--- config.mk ---
export PLATFORM = sky130hd
export DESIGN_NAME = telemetry_framer
export DESIGN_NICKNAME = d
export VERILOG_FILES = /design/src/rtl/telem_pkg.sv /design/src/rtl/telem_chk.sv /design/src/rtl/telemetry_framer.sv
export SDC_FILE = /design/constraint.sdc
export NUM_CORES = 1
export LEC_CHECK = 0
export BUFFER_PORTS_ARGS = -buffer_cell sky130_fd_sc_hd__buf_2
export CORE_MARGIN = 3
export CORE_UTILIZATION = 25
export DETAILED_ROUTE_END_ITERATION = 7
export PLACE_DENSITY = 0.46
export SLEW_MARGIN = 20
export SYNTH_ARGS = -nofsm -noshare
export SYNTH_HDL_FRONTEND = slang
export SYNTH_SLANG_ARGS = --single-unit
--- constraint.sdc ---
create_clock -name clk -period 7.1 [get_ports clk]
set_input_delay 0.71 -clock clk [delete_from_list [all_inputs] [get_ports clk]]
set_output_delay 0.71 -clock clk [all_outputs]
set_load 0.01 [all_outputs]
--- src/rtl/telem_pkg.sv ---
// Shared types and constants for the telemetry framer.
// Frame layout: A5 5A SEQ LEN payload CHK.
package telem_pkg;

    localparam logic [7:0] SYNC0     = 8'hA5;
    localparam logic [7:0] SYNC1     = 8'h5A;
    localparam logic [7:0] CRC8_POLY = 8'h07;

    typedef enum logic [1:0] {
        IDLE,
        SNAP,
        EMIT,
        HOLD
    } state_t;

    // One full byte of CRC-8, MSB first, unrolled to 8 shift steps
    function automatic logic [7:0] crc8_step(
        input logic [7:0] crc,
        input logic [7:0] din
    );
        logic [7:0] c;
        c = crc ^ din;
        for (int i = 0; i < 8; i++) begin
            if (c[7]) c = {c[6:0], 1'b0} ^ CRC8_POLY;
            else      c = {c[6:0], 1'b0};
        end
        return c;
    endfunction

endpackage

--- src/rtl/telem_chk.sv ---
// Running frame check accumulator: XOR by default, CRC-8 when
// TELEMETRY_CRC8_EN is defined. clr restarts it at 0x00.
module telem_chk
    import telem_pkg::*;
(
    input  logic       clk,
    input  logic       rst,
    input  logic       clr,
    input  logic       en,
    input  logic [7:0] din,
    output logic [7:0] chk
);

    // Fold one byte per enabled clock into the accumulator
    always_ff @(posedge clk) begin
        if (rst || clr) begin
            chk <= 8'h00;
        end else if (en) begin
`ifdef TELEMETRY_CRC8_EN
            chk <= crc8_step(chk, din);
`else
            chk <= chk ^ din;
`endif
        end
    end

endmodule

--- src/rtl/telemetry_framer.sv ---
// N-channel telemetry packer feeding serial_tx byte by byte.
// Check byte is XOR, or CRC-8 when TELEMETRY_CRC8_EN is defined.
module telemetry_framer
    import telem_pkg::*;
#(
    parameter int NUM_CH        = 4,
    parameter int CH_BYTES      = 2,
    parameter int PERIOD_CYCLES = 5_000_000
) (
    input  logic                         clk,
    input  logic                         rst,
    input  logic [NUM_CH*CH_BYTES*8-1:0] ch_data,
    input  logic                         force_send,
    input  logic                         tx_busy,
    input  logic                         tx_block,
    output logic [7:0]                   tx_data,
    output logic                         new_data_tx,
    output logic                         frame_done,
    output logic [7:0]                   seq,
    output logic                         overrun
);

    localparam int LEN   = NUM_CH * CH_BYTES;
    localparam int TOTAL = LEN + 5;
    localparam int IDX_W = $clog2(TOTAL);
    localparam int TW    = $clog2(PERIOD_CYCLES);

    localparam logic [IDX_W-1:0] LAST_IDX  = IDX_W'(TOTAL - 1);
    localparam logic [TW-1:0]    TIMER_MAX = TW'(PERIOD_CYCLES - 1);
    localparam logic [7:0]       LEN_BYTE  = 8'(LEN);

    state_t           state;
    state_t           next_state;
    logic [TW-1:0]    timer;
    logic             pending;
    logic             trigger;
    logic [IDX_W-1:0] byte_idx;
    logic [7:0]       payload [LEN];
    logic [7:0]       shadow  [LEN];
    logic [7:0]       pay_byte;
    logic [7:0]       cur_byte;
    logic [7:0]       chk;
    logic             is_last;
    logic             tx_fire;
    logic             frame_end;
    logic             chk_en;

    assign trigger = force_send || (timer == TIMER_MAX);
    assign is_last = (byte_idx == LAST_IDX);
    assign chk_en  = tx_fire && (byte_idx >= IDX_W'(2)) && !is_last;

    // Free-running frame period timer
    always_ff @(posedge clk) begin
        if (rst) begin
            timer <= '0;
        end else if (timer == TIMER_MAX) begin
            timer <= '0;
        end else begin
            timer <= timer + 1'b1;
        end
    end

    // One-deep trigger queue; a second trigger while queued is sticky overrun
    always_ff @(posedge clk) begin
        if (rst) begin
            pending <= 1'b0;
            overrun <= 1'b0;
        end else begin
            if (trigger && pending) overrun <= 1'b1;
            if (trigger) begin
                pending <= 1'b1;
            end else if (state == SNAP) begin
                pending <= 1'b0;
            end
        end
    end

    // Reorder the flat channel vector into transmit order (ch0 MSB first)
    always_comb begin
        for (int c = 0; c < NUM_CH; c++) begin
            for (int b = 0; b < CH_BYTES; b++) begin
                payload[c*CH_BYTES+b] =
                    ch_data[(c*CH_BYTES+CH_BYTES-1-b)*8 +: 8];
            end
        end
    end

    // Snapshot channels so mid-frame changes never reach the wire
    always_ff @(posedge clk) begin
        if (state == SNAP) shadow <= payload;
    end

    // Select the payload byte for the current index
    always_comb begin
        pay_byte = 8'h00;
        for (int i = 0; i < LEN; i++) begin
            if (byte_idx == IDX_W'(i + 4)) pay_byte = shadow[i];
        end
    end

    // Byte decoder over the frame layout
    always_comb begin
        cur_byte = pay_byte;
        unique case (1'b1)
            byte_idx == IDX_W'(0): cur_byte = SYNC0;
            byte_idx == IDX_W'(1): cur_byte = SYNC1;
            byte_idx == IDX_W'(2): cur_byte = seq;
            byte_idx == IDX_W'(3): cur_byte = LEN_BYTE;
            is_last:               cur_byte = chk;
            default:               cur_byte = pay_byte;
        endcase
    end

    // FSM state register
    always_ff @(posedge clk) begin
        if (rst) state <= IDLE;
        else     state <= next_state;
    end

    // FSM next state and per-cycle actions
    always_comb begin
        next_state = state;
        tx_fire    = 1'b0;
        frame_end  = 1'b0;
        unique case (state)
            IDLE: begin
                if (pending) next_state = SNAP;
            end
            SNAP: begin
                next_state = EMIT;
            end
            EMIT: begin
                if (!tx_busy && !tx_block) begin
                    tx_fire    = 1'b1;
                    next_state = HOLD;
                end
            end
            HOLD: begin
                if (is_last) begin
                    frame_end  = 1'b1;
                    next_state = IDLE;
                end else begin
                    next_state = EMIT;
                end
            end
            default: next_state = IDLE;
        endcase
    end

    // Registered byte strobe, frame index, done pulse and sequence number
    always_ff @(posedge clk) begin
        if (rst) begin
            tx_data     <= 8'h00;
            new_data_tx <= 1'b0;
            frame_done  <= 1'b0;
            seq         <= 8'h00;
            byte_idx    <= '0;
        end else begin
            new_data_tx <= tx_fire;
            frame_done  <= frame_end;
            if (tx_fire) tx_data <= cur_byte;
            if (state == SNAP) begin
                byte_idx <= '0;
            end else if (state == HOLD && !is_last) begin
                byte_idx <= byte_idx + 1'b1;
            end
            if (frame_end) seq <= seq + 8'd1;
        end
    end

    telem_chk u_chk (
        .clk (clk),
        .rst (rst),
        .clr (state == SNAP),
        .en  (chk_en),
        .din (cur_byte),
        .chk (chk)
    );

endmodule
---- Word-level counts from Yosys, hierarchy flattened ----
Index checks and enable logic that the tools add are counted.
cells by class
  add/subtract/negate cells ............... 3
  order comparisons ....................... 1
  equality and inequality tests ........... 18
  mux-type cells .......................... 19
  bitwise operators ....................... 1
  reductions and logical operators ........ 16
operators with widths
  cell                                                               number
  two-way mux 8 bit                                                  8
  case mux 8 bit (5 select lines)                                    1
  adder 23 x 1 -> 23 bit, second input constant                      1
  equality test 23 bit, second input constant                        1
  equality test 4 bit, second input constant                         5
  equality test 4 x 3 -> 1 bit, second input constant                4
  adder 8 x 1 -> 8 bit, second input constant                        1
  equality test 4 x 2 -> 1 bit, second input constant                2
  case mux 2 bit (4 select lines)                                    1
  XOR 8 bit                                                          1
  two-way mux 1 bit                                                  6
  two-way mux 2 bit                                                  3
  logical AND 1 bit                                                  5
  adder 4 x 1 -> 4 bit, second input constant                        1
  equality test 2 bit, second input constant                         2
  equality test 4 x 1 -> 1 bit, second input constant                1
  greater-or-equal comparator 4 x 2 -> 1 bit, second input constant  1
  logical NOT 4 bit                                                  1
  != test 2 bit, second input constant                               2
  OR reduction 2 bit                                                 2
  logical NOT 1 bit                                                  3
  equality test 2 x 1 -> 1 bit, second input constant                1
  logical NOT 2 bit                                                  1
  logical OR 1 bit                                                   2
  2 further kinds                                                    2
word-level totals
  register bits after elaboration ......... 121

---- Longest topological paths before layout ----
Gate-level depths: netlist (run 1).
  word-level depth ........................ 11
  depth in mapped cells ................... 11

---- Cells and area by module ----
A second synthesis (run 1) with hierarchy kept.
second synthesis, totals
  cell total of the unflattened synthesis .. 533
  area total of the unflattened synthesis .. 5,677.9 µm²
modules (own cells, without submodules)
  module            instances  cells each  area each (µm²)  seq. area each (µm²)
  telemetry_framer  1          497         5,292.6          2,902.8
  telem_chk         1          36          385.4            160.2

---- Least setup slack after synthesis (run 1) ----
No wires, ideal clock.
  path type ............................... reg-to-reg
  from .................................... register state[1]
  to ...................................... register u_chk.chk[7]
  library setup time ...................... 116 ps
  data arrival time ....................... 2,508 ps
  data required time ...................... 6,984 ps
  slack ................................... 4,476 ps
  cell stages (with the launch flop) ...... 8
  path buffers ............................ 1
  path through ............................ dfxtp_1 > buf_2 > nand2b_1 > inv_1 > nor2_1 > nand2_1 > a21oi_1 > a31o_2
between the ends
  longest elaborated chain between the ends .. 4
ends and longest elaborated chain
  what                             line                     source
  start: declaration               telemetry_framer.sv:32   state_t state;
  start signal: assignment         telemetry_framer.sv:117  else state <= next_state;
  equality test 2 bit              telemetry_framer.sv:125  unique case (state)
  two-way mux 1 bit                telemetry_framer.sv:125
  logical AND 1 bit (2 in series)  telemetry_framer.sv:50   assign chk_en = tx_fire && (byte_idx >= IDX_W'(2)) && !is_last;
  end signal: assignment           telem_chk.sv:22          chk <= chk ^ din;
  end: declaration                 telem_chk.sv:11          output logic [7:0] chk
Several ways; a longest one is shown, not always the timed one.
A chain may end at the register's enable or synchronous reset.

---- Final worst setup path (run 1) ----
  from .................................... register byte_idx[1]
  to ...................................... register u_chk.chk[5]
between the ends
  longest elaborated chain between the ends .. 11
ends and longest elaborated chain
  what                             line                     source
  start: declaration               telemetry_framer.sv:37   logic [IDX_W-1:0] byte_idx;
  start signal: assignment         telemetry_framer.sv:165  byte_idx <= byte_idx + 1'b1;
  equality test 4 x 3 -> 1 bit     telemetry_framer.sv:97   if (byte_idx == IDX_W'(i + 4)) pay_byte = shadow[i];
  two-way mux 8 bit (8 in series)  telemetry_framer.sv:97
  case mux 8 bit (5 select lines)  telemetry_framer.sv:104  unique case (1'b1)
  XOR 8 bit                        telem_chk.sv:22
Several ways; a longest one is shown, not always the timed one.

==> flow_summary.rst, run 1 <==
.. list-table::
   :header-rows: 1

   * - Metric
     - Value
   * - Footprint of the flip-flops and latches
     - 3060 um2
   * - Number of I/O pins
     - 88
   * - Antenna Violating Nets Remaining
     - 0
   * - Worst hold path depth
     - 2
   * - Clock period minus worst slack
     - 3.09 ns
   * - Cells after Synth
     - 532
   * - Dominant register cell in the synthesized netlist
     - edfxtp_1
   * - Vias after detailed routing
     - 4174
   * - Sum of internal, switching and leakage power
     - 1.70 mW
   * - Post-placement setup slack
     - 4.05 ns
   * - Initial antenna violation count
     - 0
   * - Vias in the first global route
     - 4231
   * - Slowest cell on the critical path
     - or4_4
   * - Post-Synthesis Cell Area
     - 5410 um2
   * - Endpoint of the most critical register-to-register path
     - u_chk.chk[5]
   * - Setup violation total in the final timing report
     - 0
   * - Post CTS Setup Buffer Count
     - 0
   * - Max-Cap Viols
     - 0
   * - Number of DRC violations after detailed routing
     - 0
   * - Placeable core area
     - 21200 um2
   * - Area of the multi-input gates
     - 2090 um2
   * - Run status
     - completed
   * - WL final
     - 14.0 mm
   * - Worst skew pair latency
     - 0.42 ns
   * - Number of warnings reported in the yosys synthesis log
     - 0
   * - FF-to-FF path depth
     - 8
   * - Number of standard-cell rows in the floorplan
     - 53
   * - Number of iterations in the first detailed-routing pass
     - 4
   * - P_leak
     - 2.47 nW
   * - GR Overflow Total
     - 0
   * - Final GP Congestion
     - 0.744
   * - Filler Cells Inserted
     - 2160
   * - Violation count after the first detailed-route iteration
     - 261
   * - Via-per-instance ratio
     - 4.66
   * - Total CTS buffers
     - 17
   * - Final hold violation count
     - 0
   * - Post-synthesis sequential element count
     - 121
   * - Startpoint of the most critical register-to-register path
     - byte_idx[1]
   * - Largest net degree at the start of global routing
     - 66
   * - Drt wl/cell
     - 15.7 um
   * - GRT Util Overall
     - 12.0%
   * - Power per standard cell area
     - 255 nW/um2
   * - CTS Root Cell
     - clkbuf_16
   * - Worst Path Required
     - 7.41 ns
   * - Post-synth EDFFs
     - 64
   * - Hold_sp
     - overrun
   * - Sequential fraction of the synthesis area
     - 56.7%
   * - Chip Height
     - 153 um
   * - End point of the most critical hold path
     - overrun
   * - Total placed instance area
     - 6070 um2
   * - Die Outline Area
     - 23400 um2
   * - Horiz. Die Dim
     - 153 um
   * - Most numerous cell on the critical path
     - o21ai_0
   * - Initial core utilization
     - 25.6%
   * - Syn nets
     - 607
   * - Final hold slack
     - 0.449 ns
   * - CTS Buffer Depth
     - 2
   * - Total of cells resized after clock tree synthesis
     - 0
   * - Worst Setup Start Kind
     - flop
   * - Fraction of layout cells with a size suffix above 1
     - 21.9%
   * - Worst supply voltage drop on vdd
     - 160 uV
   * - Number of max-slew violations in the final report
     - 0
   * - TritonCTS clock tree
     - done
   * - Clock-pin slew of the registers on the worst-case setup and hold paths
     - 0.06 ns
   * - PnR worst setup slack
     - 4.01 ns
   * - Portion of the clock cycle consumed by the worst path in the final layout
     - 43.5%
   * - Unique masters post-synth
     - 56
   * - Wire length of the first global-routing pass
     - 22.4 mm
   * - Timing startpoint of the critical path
     - byte_idx[1]
   * - Signal arrival time at the worst endpoint
     - 3.40 ns
   * - Fmax achieved
     - 0.324 GHz
   * - Register-to-Register Setup Slack
     - 4.01 ns
   * - Fin Setup TNS
     - 0 ns
   * - Proportion of synthesized flip-flops having asynchronous set or reset
     - 0%
   * - Setup crit end kind
     - flop
   * - Final std cell area, no fill
     - 6660 um2
   * - Antenna cell count
     - 0
   * - Slew margin rel.
     - 28.0%
   * - Half-perimeter wire length after detailed placement
     - 9.74 mm
   * - Number of clock sinks seen by CTS
     - 121
   * - Worst clock skew on the final layout
     - 0.00762 ns
   * - Critical path peak fanout
     - 29
   * - Setup repair after global routing missed its margin
     - no
   * - Kind of path behind the tightest hold check
     - reg2reg
   * - Cell Chain, Critical Path
     - inv_1 -> ha_1 -> or4_4 -> a21oi_4 -> o21ai_0 -> o21ai_0 -> a21oi_1 -> a31o_2
   * - Critical setup path kind
     - reg2reg
   * - Mean cell area of the mapped netlist
     - 10.2 um2
   * - Crit path largest cell delay
     - 0.68 ns
   * - Cts hold-fix bufs
     - 0
   * - Transition time at the pin with the least slew margin
     - 1.08 ns
   * - # port buffers
     - 87
   * - Fin nets
     - 682
   * - Layout-stage area growth over the synthesis result
     - 23.2%
   * - Number of levels the H-tree was split into
     - 4
[through the flow]
stage,util [%],cells
global placement,28.7,863
finish,31.5,895
CTS,31.5,895
detailed placement,28.7,863
global route,31.5,895
floorplan,-,532
[cells in the mapped netlist (all sizes together) (9+ instances only)]
cell type	n	area, um2
nor2	67	251
edfxtp	64	1920
dfxtp	57	1140
a21oi	44	231
nand2	37	139
o21ai	33	169
clkbuf	26	97.6
inv	25	93.8
xor2	19	166
nand3	15	75.1
a221oi	12	105
buf	11	63.8
nand4	9	56.3
nor2b	9	56.3
nor3	9	45.0
xnor2	9	78.8
[sequential cells by signal (all words and copies together) (netlist names), 2 cells and up]
name,count
byte_idx,4
seq,8
shadow,64
state,2
timer,23
tx_data,8
u_chk.chk,8
[worst max path at each step]
| stage | to | depth (start not counted) |
|---|---|---|
| 3_3_place_gp | u_chk.chk[1] | 8 |
| 3_5_place_dp | u_chk.chk[6] | 8 |
| 6_report | u_chk.chk[5] | 8 |
| 4_1_cts | u_chk.chk[6] | 8 |
| 2_1_floorplan | u_chk.chk[7] | 7 |
| 5_1_grt | u_chk.chk[5] | 8 |
[placed cells by master, fill, tap and decap left out, types with 8 or more instances in the layout]
cell type  count
a21oi_1       43
a221oi_1      12
and3_1         8
buf_2         87
clkbuf_16     17
dfxtp_1       57
edfxtp_1      64
inv_1         24
nand2_1       37
nand3_1       15
nand4_1        9
nor2_1        67
nor2b_1        9
nor3_1         9
o21ai_0       32
xnor2_1        9
xor2_1        19
[layer usage]
metal	GRT usage (%)	vias up	wire length, um
met2	20.5	91	7070
met5	0	-	0
li1	-	2071	-
met4	4.29	0	257
met1	14.8	1995	6220
met3	2.75	17	496
[final cells by class]
type / count / share of cell area, %
sequential: 121 / 46.0
multi-input combinational: 349 / 31.4
timing repair buffer: 93 / 7.21
clock buffer: 17 / 6.39
tap: 275 / 5.17
clock inverter: 15 / 2.48
inverter: 25 / 1.41
[cells by family (layout without fill, tap and decap cells)]
family / count (synthesis) / in the layout / share of synthesized area, %
AO/OA/AOI/OAI: 129 / 129 / 15.5
XOR/XNOR: 28 / 28 / 4.54
buffers and inverters: 62 / 150 / 4.72
AND/OR/NAND/NOR: 182 / 182 / 16.5
flip-flops: 121 / 121 / 56.7
multiplexers: 4 / 4 / 0.741
adder cells (fa/ha/maj): 6 / 6 / 1.39
[critical path, delay by kind of cell (launching register included)]
| kind | cells | cell delay (ns) |
|---|---|---|
| AO/OA/AOI/OAI | 5 | 1.19 |
| adder cells (fa/ha/maj) | 1 | 0.57 |
| buffers and inverters | 1 | 0.12 |
| flip-flops | 1 | 0.43 |
| AND/OR/NAND/NOR | 1 | 0.68 |
[where the power goes]
group / switching [mW] / internal, mW
registers: 0.0116 / 0.762
clock network: 0.338 / 0.523
logic: 0.0377 / 0.0250
total: 0.388 / 1.31
No activity file was read; power rests on OpenSTA's default activity.
==> run 2: changes to the inputs <==
Settings changed: ABC_AREA set to 1, PLACE_DENSITY 0.46 to 0.47.
Clock period 7.1 ns to 2.8 ns, I/O delays scaled along.
==> flow_summary.rst, run 2 <==
.. list-table::
   :header-rows: 1

   * - Metric
     - Value
   * - Run status
     - completed (unchanged)
   * - Violation count after the first detailed-route iteration
     - 216 (was 261)
   * - Max FFs per register
     - 64 (unchanged)
   * - Chip Height
     - 154 um (was 153 um)
   * - GR Overflow Total
     - 0 (unchanged)
   * - Worst clock skew on the final layout
     - 0.00981 ns (was 0.00762 ns)
   * - Most flop-heavy register
     - shadow (unchanged)
   * - Number of clock sinks seen by CTS
     - 121 (unchanged)
   * - Initial core utilization
     - 25.8% (was 25.6%)
   * - Part of the power in the clock network
     - 51.4% (was 50.7%)
   * - Unique masters post-synth
     - 39 (was 56)
   * - TritonCTS clock tree
     - done (unchanged)
   * - Number of max-slew violations in the final report
     - 0 (unchanged)
   * - Post-synthesis sequential element count
     - 121 (unchanged)
   * - Power per standard cell area
     - 657 nW/um2 (was 255 nW/um2)
   * - Clock-pin slew of the registers on the worst-case setup and hold paths
     - 0.06 ns (about the same)
   * - Count leader, synth
     - nand2_1 (was nor2_1)
   * - Number of DRC violations after detailed routing
     - 0 (unchanged)
   * - Fmax achieved
     - 0.441 GHz (was 0.324 GHz)
   * - Signal arrival time at the worst endpoint
     - 2.57 ns (was 3.40 ns)
   * - Horiz. Die Dim
     - 154 um (was 153 um)
   * - Antenna cell count
     - 0 (unchanged)
   * - Power spent charging and discharging nets
     - 912 uW (was 388 uW)
   * - Drt wl/cell
     - 13.3 um (was 15.7 um)
   * - Hold_sp
     - ch_data[50] (was overrun)
   * - Total instance count after detailed placement
     - 1000 (was 863)
   * - Startpoint of the most critical register-to-register path
     - byte_idx[0] (was byte_idx[1])
   * - Sequential fraction of the synthesis area
     - 55.8% (was 56.7%)
   * - # port buffers
     - 87 (unchanged)
   * - Proportion of synthesized flip-flops having asynchronous set or reset
     - 0% (unchanged)
   * - Largest net degree at the start of global routing
     - 65 (was 66)
   * - Number of warnings reported in the yosys synthesis log
     - 0 (unchanged)
   * - Wire length of the first global-routing pass
     - 22.3 mm (was 22.4 mm)
   * - Setup repair after global routing missed its margin
     - no (unchanged)
   * - Combinational cell fraction of total power
     - 4.3% (was 3.7%)
   * - Number of levels the H-tree was split into
     - 4 (unchanged)
   * - Placeable core area
     - 21300 um2 (was 21200 um2)
   * - Timing startpoint of the critical path
     - byte_idx[0] (was byte_idx[1])
   * - Most common cell after layout, fill and taps aside
     - nand2_1 (was buf_2)
   * - Setup violation total in the final timing report
     - 0 (unchanged)
   * - Cells after Synth
     - 641 (was 532)
   * - Final hold violation count
     - 0 (unchanged)
   * - Worst Setup Start Kind
     - flop (unchanged)
   * - Setup crit end kind
     - flop (unchanged)
   * - Fin nets
     - 819 (was 682)
   * - Post CTS Setup Buffer Count
     - 0 (unchanged)
   * - Total CTS buffers
     - 17 (unchanged)
   * - Slew margin rel.
     - 42.4% (was 28.0%)
   * - Final std cells w/o fill
     - 1032 (was 895)
   * - Half-perimeter wire length after detailed placement
     - 10.3 mm (was 9.74 mm)
   * - Via-per-instance ratio
     - 4.20 (was 4.66)
   * - Number of I/O pins
     - 88 (unchanged)
   * - Post-Synthesis Cell Area
     - 5490 um2 (was 5410 um2)
   * - Number of iterations in the first detailed-routing pass
     - 5 (was 4)
   * - Highest-count cells in the layout ignoring fill and taps
     - 143 x nand2_1, 103 x nor2_1, 87 x buf_2 (was 87 x buf_2, 67 x nor2_1, 64 x edfxtp_1)
   * - Switching power share of the total
     - 20.1% (was 22.8%)
   * - Internal power component
     - 3.62 mW (was 1.31 mW)
   * - Syn nets
     - 716 (was 607)
   * - Vias in the first global route
     - 4423 (was 4231)
   * - P_leak
     - 2.82 nW (was 2.47 nW)
   * - Mean cell area of the mapped netlist
     - 8.57 um2 (was 10.2 um2)
   * - Dominant register cell in the synthesized netlist
     - edfxtp_1 (unchanged)
   * - Number of standard-cell rows in the floorplan
     - 53 (unchanged)
   * - Largest area contributor in the synthesized netlist
     - edfxtp_1 (unchanged)
   * - Sum of internal, switching and leakage power
     - 4.53 mW (was 1.70 mW)
   * - Critical setup path kind
     - reg2reg (unchanged)
   * - Transition time at the pin with the least slew margin
     - 0.864 ns (was 1.08 ns)
   * - Die Outline Area
     - 23800 um2 (was 23400 um2)
   * - Share of total power in sequential cells
     - 44.3% (was 45.6%)
   * - Antenna Violating Nets Remaining
     - 0 (unchanged)
   * - Layout-stage area growth over the synthesis result
     - 25.6% (was 23.2%)
   * - Top cells by area in the synthesized netlist
     - edfxtp_1 35%, dfxtp_1 21%, nand2_1 9.8% (was edfxtp_1 36%, dfxtp_1 21%, nor2_1 4.7%)
   * - Vias after detailed routing
     - 4339 (was 4174)
   * - Share of the synthesized area in the top cell type
     - 35.0% (was 35.5%)
   * - WL final
     - 13.8 mm (was 14.0 mm)
   * - Max-Cap Viols
     - 0 (unchanged)
   * - Worst skew pair latency
     - 0.41 ns (was 0.42 ns)
   * - Kind of path behind the tightest hold check
     - in2reg (was reg2reg)
   * - Fraction of layout cells with a size suffix above 1
     - 19.6% (was 21.9%)
   * - Initial antenna violation count
     - 1 (was 0)
   * - Registers with the highest flip-flop counts
     - shadow (64), timer (23) (unchanged)
   * - Share of the core filled with cells in the final layout
     - 32.4% (was 31.5%)
   * - GRT Util Overall
     - 11.9% (was 12.0%)
   * - Final GP Congestion
     - 0.767 (was 0.744)
   * - Fin Setup TNS
     - 0 ns (unchanged)
   * - Portion of the clock cycle consumed by the worst path in the final layout
     - 81.0% (was 43.5%)
   * - CTS Buffer Depth
     - 2 (unchanged)
   * - Critical path peak fanout
     - 9 (was 29)
   * - Post-synth EDFFs
     - 64 (unchanged)
   * - Total of cells resized after clock tree synthesis
     - 0 (unchanged)
   * - Worst supply voltage drop on vdd
     - 320 uV (was 160 uV)
   * - Clock period minus worst slack
     - 2.27 ns (was 3.09 ns)
   * - Most common library cells after synthesis
     - 143 x nand2_1, 104 x nor2_1, 82 x inv_1 (was 67 x nor2_1, 64 x edfxtp_1, 57 x dfxtp_1)
   * - Cts hold-fix bufs
     - 0 (unchanged)
   * - CTS Root Cell
     - clkbuf_16 (unchanged)
   * - Worst Path Required
     - 3.10 ns (was 7.41 ns)
## run 2: changes by cell type after synthesis, moves of 13 or more
cell / previous run / this run
nand2_1: 37 / 143
inv_1: 25 / 82
nor2_1: 67 / 104
clkbuf_1: 26 / 3
nand3_1: 15 / 38
o21ai_0: 32 / 17
xor2_1: 19 / 6
## run 2: kinds of logic (layout without fill, tap and decap cells)
group                      count (synthesis)  in the layout  synth area share (%)
adders and majority gates                  6              6                  1.37
and+or+nand+nor                          342            342                  27.7
buffers and inverters                     97            213                  7.27
AOI/OAI and AO/OA                         65             65                  6.31
DFF                                      121            121                  55.8
xor gates and xnor gates                  10             10                  1.60
## run 2: metrics by stage
stage	hold slack, ns	setup slack, ns	area [um2]
3_3_place_gp	0.434	0.499	6260
2_1_floorplan	0.379	0.724	5500
3_5_place_dp	0.441	0.472	6260
6_report	0.0418	0.531	6900
5_1_grt	0.0248	0.192	6900
4_1_cts	0.0196	0.454	6900
## run 2: layer usage
layer	GRT usage, %	wire length [um]	up-vias
li1	-	-	2303
met1	14.6	6360	1950
met2	19.9	6610	68
met3	3.16	506	16
met4	5.00	274	2
met5	0	7	-
## run 2: worst paths after layout
kind | endpoint | slack [ns] | cells after the start
min reg2reg | timer[0] | 0.44 | 1
max | u_chk.chk[6] | 0.53 | 16
min | shadow[2] | 0.04 | 1
max reg2reg | u_chk.chk[6] | 0.53 | 16
## run 2: cell type report
class	instances	area (um2)
Sequential cell	121	3060
Tap cell	275	344
Clock buffer	27	536
Clock inverter	5	104
Timing Repair Buffer	93	480
Fill cell	2257	14400
Inverter	88	335
Multi-Input combinational cell	423	2040
## run 2: power by group through the flow
stage	combinational [mW]	clock, mW	sequential, mW
floorplan	0.100	0	2.03
global placement	0.200	0	2.04
detailed placement	0.201	0	2.04
CTS	0.201	2.40	2.01
global route	0.223	2.46	2.01
finish	0.196	2.33	2.01
## run 2: worst max-delay path: stages, from the launching register on
cell and delay, ns:
dfxtp_1 0.41, inv_1 0.11, ha_1 0.30, nand2_1 0.21
inv_1 0.08, nand2_2 0.16, inv_1 0.13, nand2_1 0.08
nand2_1 0.04, inv_1 0.05, nand3_1 0.08, nand2_1 0.06
nand2_1 0.05, nand2_1 0.10, nand2_1 0.11, a21oi_1 0.14
nor2_1 0.05
==> run 3: changes to the inputs <==
Settings changed: PLACE_DENSITY 0.47 to 0.46.
Clock period 2.8 ns to 2.33 ns, I/O delays scaled along.
==> flow_summary.rst, run 3 (same netlist as run 2, synthesis figures left out) <==
.. list-table::
   :header-rows: 1

   * - Metric
     - Value
   * - Run status
     - completed (unchanged)
   * - GRT Util Overall
     - 12.8% (was 11.9%)
   * - Power per standard cell area
     - 723 nW/um2 (was 657 nW/um2)
   * - Kind of path behind the tightest hold check
     - in2reg (unchanged)
   * - Antenna cell count
     - 0 (unchanged)
   * - Slew margin rel.
     - 72.9% (was 42.4%)
   * - Post-placement setup slack
     - 0.140 ns (was 0.472 ns)
   * - Internal power component
     - 4.30 mW (was 3.62 mW)
   * - Fin nets
     - 881 (was 819)
   * - Global routing met1 resource utilization
     - 16.4% (was 14.6%)
   * - Registers with the highest flip-flop counts
     - shadow (64), timer (23) (unchanged)
   * - Number of max-slew violations in the final report
     - 0 (unchanged)
   * - Worst Path Required
     - 2.63 ns (was 3.10 ns)
   * - Register-to-Register Setup Slack
     - 0.27 ns (was 0.53 ns)
   * - Setup violation total in the final timing report
     - 0 (unchanged)
   * - CTS Root Cell
     - clkbuf_16 (unchanged)
   * - Die Outline Area
     - 23800 um2 (unchanged)
   * - Max-Cap Viols
     - 0 (unchanged)
   * - Met2 track utilization from global routing
     - 20.9% (was 19.9%)
   * - Placeable core area
     - 21300 um2 (unchanged)
   * - Vias in the first global route
     - 4742 (was 4423)
   * - Critical setup path kind
     - reg2reg (unchanged)
   * - Worst skew pair latency
     - 0.41 ns (about the same)
   * - Most flop-heavy register
     - shadow (unchanged)
   * - Chip Height
     - 154 um (unchanged)
   * - End point of the most critical hold path
     - shadow[22] (was shadow[2])
   * - Share of total power in sequential cells
     - 44.3% (about the same)
   * - Clock period minus worst slack
     - 2.06 ns (was 2.27 ns)
   * - P_leak
     - 3.08 nW (was 2.82 nW)
   * - Largest net degree at the start of global routing
     - 65 (unchanged)
   * - Number of levels the H-tree was split into
     - 4 (unchanged)
   * - Signal arrival time at the worst endpoint
     - 2.35 ns (was 2.57 ns)
   * - Worst hold path depth
     - 1 (unchanged)
   * - Filler Cells Inserted
     - 2178 (was 2257)
   * - Number of I/O pins
     - 88 (unchanged)
   * - Highest-count cells in the layout ignoring fill and taps
     - 141 x nand2_1, 102 x nor2_1, 87 x buf_2 (was 143 x nand2_1, 103 x nor2_1, 87 x buf_2)
   * - Initial antenna violation count
     - 0 (was 1)
   * - Worst supply voltage drop on vdd
     - 472 uV (was 320 uV)
   * - Number of standard-cell rows in the floorplan
     - 53 (unchanged)
   * - Buffers and inverters on the worst path
     - 4 (unchanged)
   * - Endpoint of the most critical register-to-register path
     - u_chk.chk[7] (was u_chk.chk[6])
   * - Critical path peak fanout
     - 7 (was 9)
   * - WL final
     - 14.4 mm (was 13.8 mm)
   * - Antenna Violating Nets Remaining
     - 0 (unchanged)
   * - Combinational cell fraction of total power
     - 6.0% (was 4.3%)
   * - GR Overflow Total
     - 0 (unchanged)
   * - Cell Chain, Critical Path
     - inv_1 -> ha_1 -> inv_1 -> nor2_4 -> inv_1 -> nand4_2 -> nand2_1 -> o21ai_0 -> inv_1 -> a21oi_1 -> nor2_1 (was inv_1 -> ha_1 -> nand2_1 -> inv_1 -> nand2_2 -> inv_1 -> nand2_1 -> nand2_1 -> inv_1 -> nand3_1 -> nand2_1 -> nand2_1 -> nand2_1 -> nand2_1 -> a21oi_1 -> nor2_1)
   * - Horiz. Die Dim
     - 154 um (unchanged)
   * - Slowest cell on the critical path
     - dfxtp_1 (unchanged)
   * - PnR worst setup slack
     - 0.274 ns (was 0.531 ns)
   * - Most common cell after layout, fill and taps aside
     - nand2_1 (unchanged)
   * - Vias after detailed routing
     - 4544 (was 4339)
   * - Clock-pin slew of the registers on the worst-case setup and hold paths
     - 0.06 ns (about the same)
   * - Fmax achieved
     - 0.486 GHz (was 0.441 GHz)
   * - Worst Setup Start Kind
     - flop (unchanged)
   * - Final GP Congestion
     - 0.753 (was 0.767)
   * - Startpoint of the most critical register-to-register path
     - byte_idx[0] (unchanged)
   * - Hold_sp
     - ch_data[38] (was ch_data[50])
   * - Power spent charging and discharging nets
     - 1.13 mW (was 912 uW)
   * - CTS Buffer Depth
     - 2 (unchanged)
   * - Most numerous cell on the critical path
     - inv_1 (was nand2_1)
   * - Number of iterations in the first detailed-routing pass
     - 4 (was 5)
   * - Violation count after the first detailed-route iteration
     - 235 (was 216)
   * - Fraction of layout cells with a size suffix above 1
     - 19.5% (was 19.6%)
   * - Drt wl/cell
     - 13.2 um (was 13.3 um)
   * - Initial core utilization
     - 25.8% (unchanged)
   * - Layout-stage area growth over the synthesis result
     - 37.0% (was 25.6%)
   * - Post CTS Setup Buffer Count
     - 0 (unchanged)
   * - Share of the core filled with cells in the final layout
     - 35.3% (was 32.4%)
   * - Via-per-instance ratio
     - 4.15 (was 4.20)
   * - Number of DRC violations after detailed routing
     - 0 (unchanged)
   * - Final hold violation count
     - 0 (unchanged)
   * - GR met3 Demand/Resource
     - 2.97% (was 3.16%)
   * - Max FFs per register
     - 64 (unchanged)
   * - Total CTS buffers
     - 17 (unchanged)
   * - Transition time at the pin with the least slew margin
     - 0.406 ns (was 0.864 ns)
   * - Portion of the clock cycle consumed by the worst path in the final layout
     - 88.3% (was 81.0%)
   * - FF-to-FF path depth
     - 11 (was 16)
   * - Most heavily used metal layer in global routing
     - met2 (unchanged)
   * - Crit path largest cell delay
     - 0.36 ns (was 0.41 ns)
   * - Cell class contributing the biggest share of worst-path delay
     - simple AND/OR/NAND/NOR gates (unchanged)
   * - Setup crit end kind
     - flop (unchanged)
   * - # port buffers
     - 87 (unchanged)
   * - Worst clock skew on the final layout
     - 0.0138 ns (was 0.00981 ns)
   * - TritonCTS clock tree
     - done (unchanged)
   * - Number of clock sinks seen by CTS
     - 121 (unchanged)
   * - Part of the power in the clock network
     - 49.7% (was 51.4%)
   * - Switching power share of the total
     - 20.8% (was 20.1%)
   * - Half-perimeter wire length after detailed placement
     - 10.4 mm (was 10.3 mm)
   * - Wire length of the first global-routing pass
     - 24.1 mm (was 22.3 mm)
[run 3: cell types whose count changed in the layout (fill, tap and decap cells not counted), sizes merged]
cell / previous run / this run
buf: 93 / 98
bufinv: 3 / 2
clkbuf: 27 / 25
clkinv: 2 / 5
dlygate4sd3: 0 / 57
[run 3: worst max-delay path by stage]
stage                               to   startpoint  cells after the start  slack (ns)
after floorplan                pending     state[0]                      4        0.25
after CTS                   tx_data[5]  byte_idx[0]                     16         0.1
after detailed placement    tx_data[5]  byte_idx[0]                     16        0.14
final                     u_chk.chk[7]  byte_idx[0]                     11        0.27
after global routing            seq[7]  byte_idx[1]                     13       -0.01
after global placement          seq[7]  byte_idx[0]                     13        0.20
[run 3: per-layer routing]
| layer | part of all wire, % | vias up |
|---|---|---|
| met5 | 0 | - |
| met4 | 2.5 | 0 |
| met3 | 3.7 | 20 |
| met2 | 48 | 73 |
| met1 | 46 | 2033 |
| li1 | - | 2418 |
[run 3: cell type report]
| cell class | instances | area [um2] | share of cell area [%] |
|---|---|---|---|
| repair buffers | 155 | 1110 | 14.8 |
| clock inverters | 7 | 85.1 | 1.13 |
| well taps | 275 | 344 | 4.57 |
| multi-input cells | 423 | 2050 | 27.3 |
| inverters | 88 | 335 | 4.46 |
| clock buffers | 25 | 528 | 7.02 |
| flip-flops and latches | 121 | 3060 | 40.7 |
[run 3: timing repair]
item	CTS	global route
endpoints found under the setup margin	0	17
resized for setup	0	7
endpoints found under the hold margin	53	4
hold buffers	53	4
[run 3: stage by stage]
stage	hold slack [ns]	instances	power (mW)	TNS, ns	area, um2
after global placement	0.411	1005	2.71	0	6320
after detailed placement	0.411	1005	2.71	0	6320
final	0.0256	1094	5.44	0	7520
after floorplan	0.332	641	2.56	0	5500
after CTS	0.000193	1090	5.51	0	7460
after global routing	-0.00137	1094	5.66	-0.0144	7520
[run 3: power by group through the flow]
stage / clock network [mW] / registers [mW] / logic, mW
final: 2.70 / 2.41 / 0.326
after global routing: 2.87 / 2.42 / 0.367
after CTS: 2.77 / 2.41 / 0.329
after detailed placement: 0 / 2.45 / 0.259
after global placement: 0 / 2.45 / 0.260
after floorplan: 0 / 2.44 / 0.121
